--- src/rtl/reset_sequencer.sv ---
// reset_sequencer: filters PLL lock, then releases ordered stage resets with programmable spacing
module reset_sequencer #(
    parameter int N_LOCK        = 2,
    parameter int SETTLE_CYCLES = 100,
    parameter int STAGE_GAP     = 16,
    parameter int N_STAGES      = 3,
    parameter int W_CNT         = 16
) (
    input  logic                clk,
    input  logic                rst_n,
    input  logic [N_LOCK-1:0]   pll_locked,
    input  logic                sw_rst_req,
    output logic [N_STAGES-1:0] rst_n_out,
    output logic                all_released,
    output logic [7:0]          lock_loss_count
);
    typedef enum logic [1:0] {S_WAIT, S_SETTLE, S_RELEASE, S_RUN} state_t;
    state_t              state_q, state_d;
    logic [N_LOCK-1:0]   sync1_q, sync2_q;
    logic [W_CNT-1:0]    cnt_q, cnt_d;
    logic [N_STAGES-1:0] out_d;
    logic                all_d;
    logic [7:0]          loss_d;
    logic                locked;
    assign locked = &sync2_q;
    always_ff @(posedge clk or negedge rst_n) begin
        if (!rst_n) begin
            sync1_q         <= '0;
            sync2_q         <= '0;
            state_q         <= S_WAIT;
            cnt_q           <= '0;
            rst_n_out       <= '0;
            all_released    <= 1'b0;
            lock_loss_count <= '0;
        end else begin
            sync1_q         <= pll_locked;
            sync2_q         <= sync1_q;
            state_q         <= state_d;
            cnt_q           <= cnt_d;
            rst_n_out       <= out_d;
            all_released    <= all_d;
            lock_loss_count <= loss_d;
        end
    end
    // Outputs are shifted in as a thermometer code so stages can only rise in order
    always_comb begin
        state_d = state_q;
        cnt_d   = cnt_q;
        out_d   = rst_n_out;
        all_d   = all_released;
        loss_d  = lock_loss_count;
        case (state_q)
            S_WAIT: begin
                if (locked) begin
                    state_d = S_SETTLE;
                    cnt_d   = '0;
                end
            end
            S_SETTLE: begin
                if (!locked) begin
                    state_d = S_WAIT;
                    cnt_d   = '0;
                end else if (sw_rst_req) begin
                    cnt_d = '0;
                end else if (cnt_q == W_CNT'(SETTLE_CYCLES - 1)) begin
                    out_d   = N_STAGES'(1);
                    all_d   = (N_STAGES == 1);
                    state_d = (N_STAGES == 1) ? S_RUN : S_RELEASE;
                    cnt_d   = '0;
                end else begin
                    cnt_d = cnt_q + W_CNT'(1);
                end
            end
            default: begin
                if (!locked) begin
                    state_d = S_WAIT;
                    cnt_d   = '0;
                    out_d   = '0;
                    all_d   = 1'b0;
                    loss_d  = (lock_loss_count == 8'hFF) ? lock_loss_count : lock_loss_count + 8'd1;
                end else if (sw_rst_req) begin
                    state_d = S_SETTLE;
                    cnt_d   = '0;
                    out_d   = '0;
                    all_d   = 1'b0;
                end else if (state_q == S_RELEASE) begin
                    if (cnt_q == W_CNT'(STAGE_GAP - 1)) begin
                        out_d   = (rst_n_out << 1) | N_STAGES'(1);
                        all_d   = &out_d;
                        state_d = (&out_d) ? S_RUN : S_RELEASE;
                        cnt_d   = '0;
                    end else begin
                        cnt_d = cnt_q + W_CNT'(1);
                    end
                end
            end
        endcase
    end
endmodule

--- config.mk ---
export PLATFORM = sky130hd
export DESIGN_NAME = reset_sequencer
export DESIGN_NICKNAME = d
export VERILOG_FILES = /design/src/rtl/reset_sequencer.sv
export SDC_FILE = /design/constraint.sdc
export NUM_CORES = 1
export LEC_CHECK = 0
export ABC_AREA = 1
export CORE_MARGIN = 3
export CORE_UTILIZATION = 62
export DETAILED_ROUTE_END_ITERATION = 6
export HOLD_SLACK_MARGIN = 0.02
export PLACE_DENSITY = 0.91
export SYNTH_ARGS = -nofsm -noshare
export SYNTH_HDL_FRONTEND = slang
export SYNTH_SLANG_ARGS = --single-unit
--- constraint.sdc ---
create_clock -name clk -period 2.7 [get_ports clk]
set_input_delay 0.405 -clock clk [delete_from_list [all_inputs] [get_ports clk]]
set_output_delay 0.405 -clock clk [all_outputs]
set_load 0.005 [all_outputs]
==> run summary <==
post-DP HPWL: 3190 um
maximum net fanout on the critical path: 13
drt wl/cell: 12.7 um
Reg clk slew, reported paths: 0.12 ns
Core Util, Final: 75.9%
All-Layer GR Usage: 23.8%
final period utilization: 66.5%
FF-to-FF path depth: 8
CP endpoint kind: register
Arr. time, crit path: 2.04 ns
Initial Util: 66.6%
fmax: 0.557 GHz
share of cells above drive strength 1: 15.9%
hold depth: 0
Finished Cell Area: 2390 um^2
placer congestion estimate: 0.912
critical path type: reg -> reg
DIE HEIGHT: 64.2 um
required time of the critical path: 2.94 ns
DRT Pass-1 Iters: 5
initial antenna violation count: 0
Layout area overhead: 14.0%
sequential-to-total area share from yosys stat: 40.5%
fin crit period: 1.79 ns
power density cells: 752 nW/um^2
RSZ-0062 raised after global routing: no
Iter 0 DRT Violations: 156
commonest non-fill, non-tap cells in the layout: nand2_1, dfrtp_1, inv_1
num ports: 17
DR vias: 1831
Worst VDD drop: 0.455 mV
filler cell count: 243
CTS Buf Count: 5
total power: 1.80 mW
Reg2Reg Launch Point: state_q[0]
n_diodes: 0
FF+latch count, synth: 34
Mapped Cells: 272
worst min path class: reg -> reg
worst slew pin tran: 0.426 ns
Port-buffer cells: 16
Synthesized Nets: 281
vias in the first global route: 1749
DRC: 0
fin. max-slew vios: 0
Critical Path Start Type: register
DIE AREA: 4120 um^2
Post-Place Worst Slack: 0.816 ns
synth warn: 0
later-pin clock latency in the skew report: 0.35 ns
H-Tree Depth: 2
hold path start: sync1_q[1]
vias per inst: 5.39
final hold slack: 0.365 ns
non-filler instance count after layout: 340
global-route wire length before repair: 7630 um
headroom to the max-slew limit: 71.6%
Die Width: 64.2 um
maximum clock insertion buffer count: 2
final net count: 304
Netlist cell types: 31
clock skew: 0.0134 ns
FP Rows: 20
total leakage power: 1.19 nW
# hold bufs at CTS: 0
CTS root buf: clkbuf_4
postcts setup bufs: 0
Routed Antenna Nets: 0
Placed Area: 2310 um^2
max-cap viol count: 0
status: finished clean
largest net degree at the start of global routing: 35
most common cell after layout, fill and taps aside: nand2_1
Worst R2R Setup Slack: 0.91 ns
CTS tree: built
worst hold path endpoint: sync2_q[1]
dpl cells: 332
Mapped Area: 2100 um^2
final hold viol count: 0
Resized Gates After CTS: 0
routed wire length: 4310 um
Mapped Avg Cell Area: 7.72 um^2
final setup violation count: 0
gr ovfl total: 0
CTS sink cnt: 34
total negative slack: 0 ns
r2r endpoint: cnt_q[8]
core box area: 3150 um^2
post-route setup slack: 0.905 ns
layout make-up:
class,instances,area [um^2],share of cell area [%]
multi-input cells,199,1090,45.6
clock inverters,3,45.0,1.88
well taps,44,55.1,2.30
inverters,38,146,6.12
repair buffers,17,168,7.00
clock buffers,5,37.5,1.57
flip-flops and latches,34,851,35.5
kinds of logic after synthesis:
group / count (synthesis) / share of synthesized area [%]
flip-flops: 34 / 40.5
AO/OA/AOI/OAI: 11 / 4.23
buffers and inverters: 39 / 7.51
adder cells (fa/ha/maj): 4 / 2.38
XOR/XNOR: 8 / 3.34
AND/OR/NAND/NOR: 176 / 42.0
layer usage:
metal  global-route usage [%]  vias to the layer above  wire (um)  part of all wire (%)
met1                     30.5                      854       1910                    44
li1                         -                      891          -                     -
met5                        0                        -          0                     0
met3                     5.62                       10        278                   6.4
met2                     38.5                       76       2050                    48
met4                     9.76                        0         75                   1.7
worst max path at each step:
stage,slack [ns],depth (start not counted),endpoint,startpoint
finish,0.91,8,cnt_q[8],state_q[0]
global route,0.76,10,cnt_q[4],state_q[0]
CTS,0.92,8,cnt_q[8],state_q[0]
detailed placement,0.82,8,cnt_q[7],sw_rst_req
global placement,0.85,8,cnt_q[7],sw_rst_req
floorplan,1.26,6,lock_loss_count[2],state_q[0]
synth_stat cells, drive strengths merged:
| cell type | number | area share, % |
|---|---|---|
| nand3b | 2 | 0.71 |
| o21bai | 3 | 1.1 |
| o21ai | 4 | 1.5 |
| nor3 | 6 | 2.5 |
| nand4 | 8 | 2.4 |
| xnor2 | 1 | 0.42 |
| nor2 | 39 | 10 |
| clkinv | 2 | 0.42 |
| nand2 | 98 | 19 |
| buf | 1 | 0.54 |
| dfrtp | 34 | 41 |
| a21oi | 4 | 1.7 |
| ha | 4 | 2.4 |
| inv | 36 | 6.6 |
| nor4 | 1 | 0.30 |
| xor2 | 7 | 2.9 |
| nand3 | 22 | 6.7 |
report_power, final:
part / switching (mW) / total [mW] / internal [mW]
clock: 0.185 / 0.379 / 0.194
combinational: 0.503 / 0.781 / 0.278
sequential: 0.0635 / 0.639 / 0.575
total: 0.751 / 1.80 / 1.05
state kept, by name, summed over array words and instances (netlist names):
signal           cells
sync1_q              2
sync2_q              2
cnt_q               16
all_released         1
state_q              2
lock_loss_count      8
rst_n_out            3
worst max-delay path, cell delays in order, from the launching register on:
cell     delay, ns
dfrtp_1       0.40
inv_1         0.05
ha_1          0.27
inv_1         0.21
nand2_1       0.10
nand2_2       0.24
nand3_4       0.21
inv_4         0.14
nor2_2        0.05
No activity file was read; power rests on OpenSTA's default activity.
